[src/rtl/conv3x3_seq_ctrl.sv]
// Read/enable/write sequencer for the 3x3 window adder over an IMG_W x IMG_H line memory.
// Optional macro CONV3X3_SEQ_CTRL_PERF_EN adds a saturating busy-cycle counter output.
module conv3x3_seq_ctrl #(
    parameter int IMG_W  = 8,
    parameter int IMG_H  = 8,
    parameter int COL_W  = $clog2(IMG_W),
    parameter int ROW_W  = $clog2(IMG_H),
    // A single-window image still needs a one-bit address port.
    parameter int OUT_AW = ((IMG_W-2)*(IMG_H-2) > 1) ? $clog2((IMG_W-2)*(IMG_H-2)) : 1
) (
    input  logic              clk,
    input  logic              rst_n,
    input  logic              start,
    output logic              busy,
    output logic              done,
    output logic              rd_en,
    output logic [ROW_W-1:0]  rd_row,
    output logic [COL_W-1:0]  rd_col,
    output logic [1:0]        adder_addr,
    output logic              adder_en,
    output logic              adder_end,
    output logic              wr_en,
    output logic [OUT_AW-1:0] wr_addr
`ifdef CONV3X3_SEQ_CTRL_PERF_EN
    ,
    output logic [31:0]       perf_cycles
`endif
);

    typedef enum logic [1:0] {S_IDLE, S_RUN, S_DRAIN, S_DONE} state_t;

    state_t            state_q, state_d;
    logic [COL_W-1:0]  col_q, col_d;
    logic [ROW_W-1:0]  row_q, row_d;
    logic [1:0]        mod3_q, mod3_d;
    logic              drain_q, drain_d;
    logic [1:0]        adder_addr_q, adder_addr_d;
    logic              adder_en_q, adder_en_d;
    logic              adder_end_q, adder_end_d;
    logic              wr_en_q, wr_en_d;
    logic [OUT_AW-1:0] wr_cnt_q, wr_cnt_d;
    logic              issue, last_issue, start_acc;

    // NOTE: every signal gets a default before the case so no path leaves it unassigned (no latch).
    always_comb begin
        state_d    = state_q;
        col_d      = col_q;
        row_d      = row_q;
        mod3_d     = mod3_q;
        drain_d    = drain_q;
        wr_cnt_d   = wr_cnt_q;
        issue      = 1'b0;
        last_issue = 1'b0;
        start_acc  = 1'b0;

        if (wr_en_q) begin
            wr_cnt_d = wr_cnt_q + OUT_AW'(1);
        end

        unique case (state_q)
            S_IDLE: begin
                if (start) begin
                    state_d   = S_RUN;
                    col_d     = '0;
                    row_d     = '0;
                    mod3_d    = '0;
                    wr_cnt_d  = '0;
                    start_acc = 1'b1;
                end
            end
            S_RUN: begin
                issue      = 1'b1;
                last_issue = (col_q == COL_W'(IMG_W-1)) && (row_q == ROW_W'(IMG_H-3));
                if (last_issue) begin
                    // Counters hold so rd_row/rd_col keep the final read address.
                    state_d = S_DRAIN;
                    drain_d = 1'b0;
                end else if (col_q == COL_W'(IMG_W-1)) begin
                    col_d  = '0;
                    row_d  = row_q + ROW_W'(1);
                    mod3_d = '0;
                end else begin
                    col_d  = col_q + COL_W'(1);
                    mod3_d = (mod3_q == 2'd2) ? 2'd0 : mod3_q + 2'd1;
                end
            end
            S_DRAIN: begin
                drain_d = 1'b1;
                if (drain_q) begin
                    state_d = S_DONE;
                end
            end
            S_DONE: begin
                state_d = S_IDLE;
            end
            default: begin
                state_d = S_IDLE;
            end
        endcase

        adder_addr_d = issue ? mod3_q : 2'd0;
        adder_en_d   = issue && (col_q >= COL_W'(2));
        adder_end_d  = issue && last_issue && (col_q >= COL_W'(2));
        wr_en_d      = adder_en_q;
    end

    // NOTE: state registers use non-blocking assignments so all flops update from pre-edge values.
    always_ff @(posedge clk or negedge rst_n) begin
        if (!rst_n) begin
            state_q      <= S_IDLE;
            col_q        <= '0;
            row_q        <= '0;
            mod3_q       <= '0;
            drain_q      <= 1'b0;
            adder_addr_q <= '0;
            adder_en_q   <= 1'b0;
            adder_end_q  <= 1'b0;
            wr_en_q      <= 1'b0;
            wr_cnt_q     <= '0;
        end else begin
            state_q      <= state_d;
            col_q        <= col_d;
            row_q        <= row_d;
            mod3_q       <= mod3_d;
            drain_q      <= drain_d;
            adder_addr_q <= adder_addr_d;
            adder_en_q   <= adder_en_d;
            adder_end_q  <= adder_end_d;
            wr_en_q      <= wr_en_d;
            wr_cnt_q     <= wr_cnt_d;
        end
    end

    assign rd_en      = issue;
    assign rd_row     = row_q;
    assign rd_col     = col_q;
    assign adder_addr = adder_addr_q;
    assign adder_en   = adder_en_q;
    assign adder_end  = adder_end_q;
    assign wr_en      = wr_en_q;
    assign wr_addr    = wr_cnt_q;
    assign busy       = (state_q == S_RUN) || (state_q == S_DRAIN);
    assign done       = (state_q == S_DONE);

`ifdef CONV3X3_SEQ_CTRL_PERF_EN
    logic [31:0] perf_q, perf_d;

    always_comb begin
        perf_d = perf_q;
        if (start_acc) begin
            perf_d = '0;
        end else if (busy && (perf_q != 32'hFFFF_FFFF)) begin
            perf_d = perf_q + 32'd1;
        end
    end

    always_ff @(posedge clk or negedge rst_n) begin
        if (!rst_n) begin
            perf_q <= '0;
        end else begin
            perf_q <= perf_d;
        end
    end

    assign perf_cycles = perf_q;
`else
    logic unused_start_acc;
    assign unused_start_acc = start_acc;
`endif

endmodule

[config.mk]
export PLATFORM = sky130hd
export DESIGN_NAME = conv3x3_seq_ctrl
export DESIGN_NICKNAME = d
export VERILOG_FILES = /design/src/rtl/conv3x3_seq_ctrl.sv
export SDC_FILE = /design/constraint.sdc
export NUM_CORES = 1
export LEC_CHECK = 0
export ABC_AREA = 1
export CORE_MARGIN = 2
export CORE_UTILIZATION = 40
export DETAILED_ROUTE_END_ITERATION = 10
export SLEW_MARGIN = 0
export SYNTH_ARGS = -nofsm -noshare
export SYNTH_HDL_FRONTEND = slang
export SYNTH_SLANG_ARGS = --single-unit
[constraint.sdc]
create_clock -name clk -period 2.1 [get_ports clk]
set_input_delay 0.42 -clock clk [delete_from_list [all_inputs] [get_ports clk]]
set_output_delay 0.42 -clock clk [all_outputs]
set_load 0.02 [all_outputs]
Yosys cells after proc, flatten, opt, wreduce, memory -nomap -nowiden
Cells that the tools add are included.
{"block": "word_totals", "register_bits": 22, "inputBits": 3}
{"block": "op_classes", "add_sub_neg": 4, "magnitude_cmp": 1, "n_eq_ne": 11, "mux": 24, "reduce_logical": 12}
{"op": "6-bit two-way mux", "count": 3}
{"op": "2-bit two-way mux", "count": 8}
{"op": "3-bit two-way mux", "count": 5}
{"op": "3-bit one-hot mux with 2 select lines", "count": 2}
{"op": "2-bit inequality test, second input constant", "count": 5}
{"op": "2-bit one-hot mux with 4 select lines", "count": 1}
{"op": "3-bit by 1-bit adder with 3-bit output, second input constant", "count": 2}
{"op": "6-bit by 1-bit adder with 6-bit output, second input constant", "count": 1}
{"op": "2-bit == test, second input constant", "count": 3}
{"op": "3-bit == test, second input constant", "count": 2}
{"op": "3-bit AND reduction", "count": 2}
{"op": "1-bit logical AND", "count": 4}
{"op": "2-bit one-hot mux with 2 select lines", "count": 1}
{"op": "4-bit AND reduction", "count": 1}
{"op": "2-bit nonzero test", "count": 2}
{"op": "3-bit by 2-bit greater-or-equal comparator with 1-bit output, second input constant", "count": 1}
{"op": "1-bit two-way mux", "count": 3}
{"op": "2-bit by 1-bit adder with 2-bit output, second input constant", "count": 1}
{"op": "2-bit by 1-bit == test with 1-bit output, second input constant", "count": 1}
{"op": "2-bit logical NOT", "count": 1}
{"op": "1-bit one-hot mux with 2 select lines", "count": 1}
{"op": "2-bit AND reduction", "count": 1}
{"op": "1-bit logical OR", "count": 1}

Logic depth before layout (Yosys ltp)
Gate-level depths: netlist of the first run.
{"block": "logic_depth", "ltp_word": 5, "mapped_depth": 9}

Worst setup path before layout of the first run
No wires, ideal clock.
{"block": "synth_path", "path_type": "register to register", "from": "register state_q[1]", "to": "register row_q[2], in the netlist rd_row[2]", "arrival_time_ps": 1387, "required_time_ps": 1982, "slack_ps": 595, "stages_incl_launch_ff": 9, "path_cell_list": "dfrtp_1 > inv_1 > ha_1 > buf_4 > nand2_2 > o21ai_1 > nand2_1 > nand2_1 > nand2_1"}
{"block": "synth_between", "elab_chain_cells": 3, "elab_cells_between_ends": 8, "cone_classes": "eq/ne: 4; mux: 1; reduce/logical: 3"}
{"item": "from (decl)", "line": "32", "rtl": "state_t state_q, state_d;"}
{"item": "from (signal assigned)", "line": "121", "rtl": "state_q <= state_d;"}
{"item": "2-bit by 1-bit == test with 1-bit output / 2-bit logical NOT (equally long branches)", "line": "60", "rtl": "unique case (state_q)"}
{"item": "2-bit inequality test (no line) / 2-bit nonzero test (equally long branches)"}
{"item": "4-bit AND reduction (no line)"}
{"item": "to (signal assigned)", "line": "123", "rtl": "row_q <= row_d;"}
{"item": "to (decl)", "line": "34", "rtl": "logic [ROW_W-1:0] row_q, row_d;"}
Parallel ways exist; a longest one is shown, timed or not.
A chain may end at the register's enable or synchronous reset.

Worst setup path in the final report of the first run
{"block": "layout_path", "from": "register state_q[0]", "to": "output done"}
{"block": "layout_between", "elab_chain_cells": 1}
{"item": "2-bit == test", "line": "143", "rtl": "assign done = (state_q == S_DONE);"}
{"item": "to (decl)", "line": "15", "rtl": "output logic done,"}
No other way between the ends.

==> results of run 1 <==
## stage by stage
step	cells	worst slack [ps]	area [um2]
detailed placement	189	271	1420
global placement	189	333	1420
global route	193	77.0	1450
finish	193	154	1450
CTS	193	26.7	1450
floorplan	135	595	1150
## cells by family (layout without fill, tap and decap cells)
kind of cell | Yosys count | after routing | share of synthesized area [%]
buf+inv | 19 | 46 | 6.54
compound gates | 12 | 12 | 5.56
simple gates | 70 | 70 | 27.2
fa+ha+maj | 11 | 11 | 12.0
flops | 22 | 22 | 47.9
xor+xnor | 1 | 1 | 0.763
## layout make-up
class / count / area [um2] / share of cell area [%]
tap: 31 / 38.8 / 2.67
clock buffer: 4 / 36.3 / 2.50
multi-input combinational: 94 / 523 / 36.0
timing repair buffer: 24 / 236 / 16.3
inverter: 18 / 67.6 / 4.65
sequential: 22 / 551 / 37.9
## placed cells by master, fill, tap and decap left out
| cell type | count |
|---|---|
| nor2_4 | 1 |
| inv_2 | 2 |
| o2111ai_1 | 1 |
| nor2_1 | 11 |
| nand3_1 | 10 |
| nand4_1 | 2 |
| o21ai_1 | 4 |
| dlymetal6s2s_1 | 1 |
| ha_1 | 11 |
| nor2_2 | 3 |
| nand3_2 | 1 |
| clkbuf_4 | 3 |
| dfrtp_1 | 22 |
| or2_1 | 1 |
| xor2_1 | 1 |
| nor3_1 | 3 |
| nand2_1 | 36 |
| buf_4 | 2 |
| dlygate4sd2_1 | 1 |
| clkdlybuf4s50_1 | 20 |
| clkbuf_8 | 1 |
| a21oi_1 | 3 |
| and3_1 | 1 |
| nand2_2 | 1 |
| o21ai_0 | 4 |
| inv_1 | 16 |
## registers in the layout, summed over array words and instances (netlist names)
register,flops
wr_addr,6
rd_col,3
rd_row,3
adder_addr,2
mod3_q,2
state_q,2
adder_en,1
adder_end,1
drain_q,1
wr_en,1
## timing repair
item	in CTS	in global routing
setup endpoints to repair	1	1
resized for setup	1	1
hold endpoints to repair	0	0
## power by group through the flow
| stage | registers, mW | clock network (mW) | logic, mW |
|---|---|---|---|
| 6_report | 0.628 | 0.233 | 0.890 |
| 5_1_grt | 0.647 | 0.255 | 0.988 |
| 4_1_cts | 0.629 | 0.245 | 0.900 |
| 3_5_place_dp | 0.638 | 0 | 0.908 |
| 3_3_place_gp | 0.631 | 0 | 0.887 |
| 2_1_floorplan | 0.700 | 0 | 0.511 |
## critical path, cell delays in order, from the launching register on
cell and delay (ps):
dfrtp_1 430, ha_1 190, clkdlybuf4s50_1 610
## routing by layer
| metal | global-route usage [%] | up-vias | wire, um |
|---|---|---|---|
| met5 | 0 | - | 0 |
| met4 | 4.98 | 0 | 33 |
| met3 | 2.27 | 5 | 99 |
| met2 | 27.8 | 25 | 1130 |
| met1 | 17.2 | 455 | 964 |
| li1 | - | 483 | - |
## worst paths after layout
kind / start / endpoint / slack, ps
setup / recovery: state_q[0] / done / 150
hold / removal: adder_en / wr_en / 390
setup reg to reg: rd_col[0] / rd_col[1] / 530
hold reg to reg: adder_en / wr_en / 390
max in group asynchronous: rst_n / state_q[0] / 1440
min in group asynchronous: rst_n / wr_addr[0] / 440
==> flow_summary.json, run 1 <==
{
  "core_um2": 2730,
  "die_h_um": 57.6,
  "crit_arrival_ps": 1530,
  "layout-drive-gt1-share_pct": 8.64,
  "synthDistinctLibCells": 21,
  "synth.most_common_cell": "nand2_1",
  "synthesis.nets": 149,
  "drt-total-wl_mm": 2.23,
  "tightest_slew_ps": 308,
  "cts-root-buf": "clkbuf_4",
  "setup_tns_ps": 0,
  "power.internal_mw": 0.979,
  "drtIter0Drc": 28,
  "synth-seq-cells": 22,
  "h-tree-depth": 1,
  "clockPowerShare_pct": 13.3,
  "worstSetupPathType": "reg2out",
  "num_vias": 968,
  "grt_setup_unrepaired": "no",
  "yosys.area.top_type_share_pct": 47.9,
  "dieArea_um2": 3320,
  "hold_violations": 0,
  "fmax_mhz": 514,
  "synth_area_leaders": "dfrtp_1 48%, ha_1 12%, nand2_1 12%",
  "synth.largest_area_cell": "dfrtp_1",
  "routabilityCongestion": 0.802,
  "antenna_cells": 0,
  "cts_setup_buffers": 0,
  "final.setup_skew_ps": 5.77,
  "antenna_found_initial": 0,
  "hold_buffers": 0,
  "slew_headroom_pct": 79.3,
  "syn_inst": 135,
  "p_switching_mw": 0.772,
  "outcome": "completed",
  "synth_flop_cell": "dfrtp_1",
  "start_util_pct": 42.0,
  "post-route-min-period_ps": 1950,
  "cts_sinks": 22,
  "maxCapViolCount": 0,
  "fill_cells": 265,
  "clk_latency_ps": 310,
  "power.density_nw_per_um2": 1210,
  "startpoint_type": "flip-flop",
  "grt_util_all_layers_pct": 14.9,
  "cts.path.max_buffers": 2,
  "yosys_warnings": 0,
  "fin_crit_sh_pct": 92.7,
  "grt_pass1_wl_mm": 3.87,
  "crit_required_ps": 1680,
  "comb_power_share_pct": 50.8,
  "port_buffers": 22,
  "chipWidth_um": 57.6,
  "cts_tree": "yes",
  "grt_max_degree": 23,
  "pwr-share-seq_pct": 35.9,
  "whs_path_depth": 0,
  "synth_edf_count": 0,
  "setup_viol": 0,
  "path_max_fanout": 4,
  "detail-route-antenna-nets": 0,
  "endpoint_kind": "output port",
  "hold_path_class": "reg2reg",
  "ys_async_sr_fraction_pct": 100,
  "grt_overflow_total": 0,
  "fin_util_pct": 53.1,
  "report.final.slew_viol_count": 0,
  "synth_area_um2": 1150,
  "via_per_inst": 5.02,
  "worst_r2r_path_depth": 7,
  "drt_pass1_iterations": 4,
  "hold_slack_ps": 388,
  "p_total_mw": 1.75,
  "io_pins": 23,
  "wl_per_cell_um": 11.6,
  "ys_top_cells_by_count": "36 x nand2_1, 22 x dfrtp_1, 16 x inv_1",
  "numCtsBuffers": 3,
  "avgSynthCellArea_um2": 8.51,
  "nets": 177,
  "p_leak_nw": 0.767,
  "area_growth_pct": 26.5,
  "clk_pin_slew_worst_paths_ps": 120,
  "ys_seq_area_share_pct": 47.9,
  "irDropWorstVdd_v": 0.000820,
  "p_sw_share_pct": 44.1,
  "grt_pass1_vias": 946,
  "dp_hpwl_mm": 1.73,
  "rows": 19,
  "drt_drc_violations_left": 0
}
Power figures use the tool's default switching activity.
==> run 2, diff against run 1 <==
--- a/config.mk
+++ b/config.mk
@@ -9,6 +9,7 @@
 export CORE_MARGIN = 2
 export CORE_UTILIZATION = 40
 export DETAILED_ROUTE_END_ITERATION = 10
+export REMOVE_ABC_BUFFERS = 1
 export SLEW_MARGIN = 0
 export SYNTH_ARGS = -nofsm -noshare
 export SYNTH_HDL_FRONTEND = slang
==> run 2 against run 1 <==
Effect of this change: clock power increased by 39%; routed wire length decreased by 0.45%; register-to-register slack about the same; combinational power about the same; clock skew increased by 1.0 ps; sequential share of layout area decreased by 0.42 points; critical path depth unchanged; die area unchanged; first-iteration DRC count increased by 32%; global-route usage increased by 0.84 points; non-clock buffer count unchanged; worst hold slack improved by 6.9 ps; critical endpoint unchanged.
==> flow_summary.json, run 2 (synthesized netlist as in run 1, its figures left out) <==
{
  "wl_per_cell_um": 11.5,
  "report.final.slew_viol_count": 0,
  "wl_met2_mm": 1.06,
  "layout-drive-gt1-share_pct": 8.64,
  "dp_cells": 189,
  "final_common_cell": "nand2_1",
  "drt_drc_violations_left": 0,
  "final.setup_skew_ps": 6.78,
  "worstPathCellList": "ha_1 > clkdlybuf4s50_1",
  "maxCapViolCount": 0,
  "grt_max_degree": 23,
  "cts.path.max_buffers": 2,
  "p_total_mw": 1.84,
  "rows": 19,
  "pre_cts_ws_ps": 298,
  "mostFrequentLayoutCells": "36 x nand2_1, 22 x dfrtp_1, 20 x clkdlybuf4s50_1",
  "grt_pass1_vias": 931,
  "clk_pin_slew_worst_paths_ps": 130,
  "setup_viol": 0,
  "outcome": "completed",
  "crit_required_ps": 1680,
  "num_vias": 936,
  "dp_hpwl_mm": 1.75,
  "start_util_pct": 42.0,
  "post-route-min-period_ps": 1910,
  "detail-route-antenna-nets": 0,
  "io_pins": 23,
  "chipWidth_um": 57.6,
  "routabilityCongestion": 0.818,
  "worstSetupPathType": "reg2out",
  "port_buffers": 22,
  "fmax_mhz": 525,
  "highest_layer": "met4",
  "cp_num_buf_inv": 1,
  "fin_ws_ps": 195,
  "irDropWorstVdd_v": 0.000784,
  "hold_path_class": "reg2reg",
  "antenna_cells": 0,
  "slew_headroom_pct": 78.9,
  "grt_pass1_wl_mm": 4.02,
  "clk_latency_ps": 310,
  "drtIter0Drc": 37,
  "cts-root-buf": "clkbuf_4",
  "fin_cells": 193,
  "final_area_um2": 1470,
  "via_per_inst": 4.85,
  "postPlaceCellArea_um2": 1420,
  "dieArea_um2": 3320,
  "endpoint_kind": "output port",
  "grt_overflow_total": 0,
  "multi_input_area_um2": 523,
  "antenna_found_initial": 0,
  "drt_pass1_iterations": 5,
  "cts_sinks": 22,
  "die_h_um": 57.6,
  "route.met3.wl_um": 103,
  "crit_family": "buffers and inverters",
  "grt_setup_unrepaired": "no",
  "power.density_nw_per_um2": 1250,
  "numCtsBuffers": 3,
  "hold_buffers": 0,
  "setup_tns_ps": 0,
  "hold_violations": 0,
  "met1_length_mm": 1.00,
  "h-tree-depth": 1,
  "grt_util_all_layers_pct": 15.8,
  "cts_setup_buffers": 0,
  "cts_tree": "yes",
  "crit_arrival_ps": 1490,
  "regArea_um2": 551,
  "slowest_stage": "clkdlybuf4s50_1",
  "path_max_fanout": 4,
  "nets": 177,
  "tightest_slew_ps": 314,
  "startpoint_type": "flip-flop",
  "core_um2": 2730,
  "drt-total-wl_mm": 2.22,
  "largest_reg_flops": 6,
  "area_growth_pct": 27.9,
  "p_leak_nw": 0.774,
  "fin_crit_sh_pct": 90.7,
  "fill_cells": 251,
  "max_stage_delay_ps": 600
}
[run 2: changes by cell type in the layout (fill, tap and decap cells not counted), sizes merged]
cell,before,now
bufinv,0,1
clkbuf,4,3
[run 2: final cells by class]
type / instances / share of cell area [%]
Sequential cell: 22 / 37.5
Multi-Input combinational cell: 94 / 35.6
Timing Repair Buffer: 24 / 16.1
Inverter: 18 / 4.60
Tap cell: 31 / 2.64
Clock inverter: 1 / 2.04
Clock buffer: 3 / 1.53
[run 2: path summary, 6_finish.rpt]
| path | start | to | slack [ps] | cells after the start |
|---|---|---|---|---|
| setup reg to reg | state_q[1] | rd_row[2] | 520 | 8 |
| hold reg to reg | adder_en | wr_en | 390 | 0 |
| min in group asynchronous | rst_n | adder_addr[1] | 440 | 2 |
| max in group asynchronous | rst_n | state_q[0] | 1430 | 2 |
| setup / recovery | state_q[0] | done | 190 | 2 |
| hold / removal | adder_en | wr_en | 390 | 0 |
[run 2: what timing repair did]
action,CTS,global route
endpoints found under the hold margin,0,0
gates resized for setup,1,1
setup endpoints to repair,1,1
[run 2: report_power, final]
group	internal (mW)	switching (mW)
Combinational	0.351	0.539
Clock	0.193	0.131
Sequential	0.522	0.103
[run 2: stage by stage]
step	utilization (%)	hold WS, ps
after floorplan	-	124
after global placement	51.8	368
after detailed placement	51.8	375
after CTS	53.6	405
after global routing	53.7	416
final	53.7	395
[run 2: routing by layer]
metal	track usage (%)	vias to the layer above
met3	2.72	4
li1	-	482
met4	7.97	0
met2	27.4	19
met1	18.5	431
met5	0	-
==> run 3, diff against run 2 <==
--- a/config.mk
+++ b/config.mk
@@ -7,8 +7,9 @@
 export LEC_CHECK = 0
 export ABC_AREA = 1
 export CORE_MARGIN = 2
-export CORE_UTILIZATION = 40
+export CORE_UTILIZATION = 54
 export DETAILED_ROUTE_END_ITERATION = 10
+export PLACE_DENSITY = 0.83
 export REMOVE_ABC_BUFFERS = 1
 export SLEW_MARGIN = 0
 export SYNTH_ARGS = -nofsm -noshare
==> run 3 against run 2 <==
Effect of this change: power fell by 8.2%; combinational power fell by 2%; sequential share of layout area rose by 0.92 points; non-clock buffer count did not move; global-route usage rose by 4.4 points; critical path type unchanged; largest cell class unchanged; highest routed layer unchanged.
==> flow_summary.json, run 3 (synthesized netlist as in run 1, its figures left out) <==
{
  "slowest_stage": "clkdlybuf4s50_1",
  "drt_drc_violations_left": 0,
  "report.final.slew_viol_count": 0,
  "irDropWorstVdd_v": 0.000871,
  "layout-drive-gt1-share_pct": 8.07,
  "r2r-start": "rd_col[0]",
  "startpoint_type": "flip-flop",
  "post-route-min-period_ps": 1910,
  "drt_pass1_iterations": 4,
  "setup_viol": 0,
  "crit_family": "buffers and inverters",
  "grt_pass1_vias": 905,
  "io_pins": 23,
  "core_um2": 1980,
  "via_per_inst": 5.11,
  "wl_per_cell_um": 11.4,
  "timing.rr.end": "rd_row[2]",
  "rows": 16,
  "slew_headroom_pct": 80.4,
  "h-tree-depth": 1,
  "grt_pass1_wl_mm": 3.80,
  "whs_path_depth": 0,
  "fill_cells": 161,
  "path_max_fanout": 4,
  "drt-total-wl_mm": 2.14,
  "grt_setup_unrepaired": "no",
  "hold_buffers": 0,
  "die_h_um": 50.1,
  "cp_num_buf_inv": 1,
  "hold_slack_ps": 387,
  "numCtsBuffers": 3,
  "power.internal_mw": 0.941,
  "p_switching_mw": 0.748,
  "start_util_pct": 58.0,
  "regArea_um2": 551,
  "tightest_slew_ps": 291,
  "endpoint_kind": "output port",
  "port_buffers": 22,
  "rrSetupSlack_ps": 520,
  "grt_max_degree": 23,
  "multi_input_area_um2": 523,
  "crit_arrival_ps": 1490,
  "hold_start": "adder_en",
  "detail-route-antenna-nets": 0,
  "max_stage_delay_ps": 600,
  "final.setup_skew_ps": 3.80,
  "p_total_mw": 1.69,
  "dieArea_um2": 2510,
  "outcome": "completed",
  "routabilityCongestion": 0.822,
  "grt_util_all_layers_pct": 20.2,
  "drtIter0Drc": 13,
  "comb_power_share_pct": 51.7,
  "dp_hpwl_mm": 1.66,
  "postPlaceCellArea_um2": 1410,
  "p_sw_share_pct": 44.3,
  "crit_required_ps": 1680,
  "hold_path_end": "wr_en",
  "hold_violations": 0,
  "worstSetupPathType": "reg2out",
  "antenna_found_initial": 0,
  "cts_sinks": 22,
  "cts_tree": "yes",
  "cts-root-buf": "clkbuf_4",
  "setup_tns_ps": 0,
  "pwr-share-seq_pct": 37.1,
  "cts.path.max_buffers": 2,
  "fin_crit_sh_pct": 91.0,
  "final_area_um2": 1430,
  "area_growth_pct": 24.8,
  "mostFrequentLayoutCells": "36 x nand2_1, 22 x dfrtp_1, 20 x clkdlybuf4s50_1",
  "worstPathCellList": "ha_1 > clkdlybuf4s50_1",
  "power.density_nw_per_um2": 1180,
  "fmax_mhz": 523,
  "nets": 177,
  "final_common_cell": "nand2_1",
  "worst_r2r_path_depth": 8,
  "chipWidth_um": 50.1,
  "largest_reg_flops": 6,
  "hold_path_class": "reg2reg",
  "clockPowerShare_pct": 11.2,
  "maxCapViolCount": 0,
  "p_leak_nw": 0.760,
  "antenna_cells": 0,
  "num_vias": 961,
  "grt_overflow_total": 0,
  "clk_latency_ps": 310,
  "clk_pin_slew_worst_paths_ps": 110
}
[run 3: cell count changes in the layout (fill, tap and decap cells not counted), sizes merged]
cell    previous run  this run
bufinv             1         0
[run 3: worst max-delay path by stage]
stage | start | endpoint | slack [ps] | cells past startpoint
after global placement | state_q[0] | busy | 330 | 3
final | state_q[1] | done | 190 | 2
after global routing | state_q[0] | busy | 110 | 3
after floorplan | state_q[1] | rd_row[2] | 560 | 7
after CTS | state_q[1] | rd_en | 30 | 3
after detailed placement | state_q[0] | busy | 290 | 3
[run 3: timing repair]
item,CTS,global route
setup endpoints to repair,1,1
buffers inserted,0,0
resized for setup,1,1
hold endpoints to repair,0,0
[run 3: cell type report]
type,instances,share of cell area (%)
clock buffers,3,1.57
flip-flops and latches,22,38.4
well taps,27,2.36
inverters,18,4.71
repair buffers,24,16.5
multi-input cells,94,36.5
[run 3: worst register-to-register path: cells and delay by family, from the launching register on]
family	cells	cell delay, ps
flip-flops	1	450
adder cells (fa/ha/maj)	2	480
AND/OR/NAND/NOR	6	560
[run 3: per-stage QoR]
step | instances | utilization, % | setup slack, ps
after floorplan | 134 | - | 562
after global placement | 185 | 71.1 | 334
after detailed placement | 185 | 71.1 | 292
after CTS | 188 | 72.2 | 30.9
after global routing | 188 | 72.3 | 112
final | 188 | 72.3 | 190
[run 3: power groups by stage]
stage / Clock [mW] / Combinational [mW] / Sequential (mW)
floorplan: 0 / 0.498 / 0.700
global placement: 0 / 0.875 / 0.629
detailed placement: 0 / 0.896 / 0.638
CTS: 0.198 / 0.885 / 0.629
global route: 0.214 / 0.985 / 0.645
finish: 0.189 / 0.873 / 0.627
[run 3: per-layer routing]
metal / GRT usage [%] / routed length, um
met3: 2.73 / 80
met1: 25.0 / 938
met5: 0 / 0
met2: 33.3 / 1060
met4: 12.0 / 53
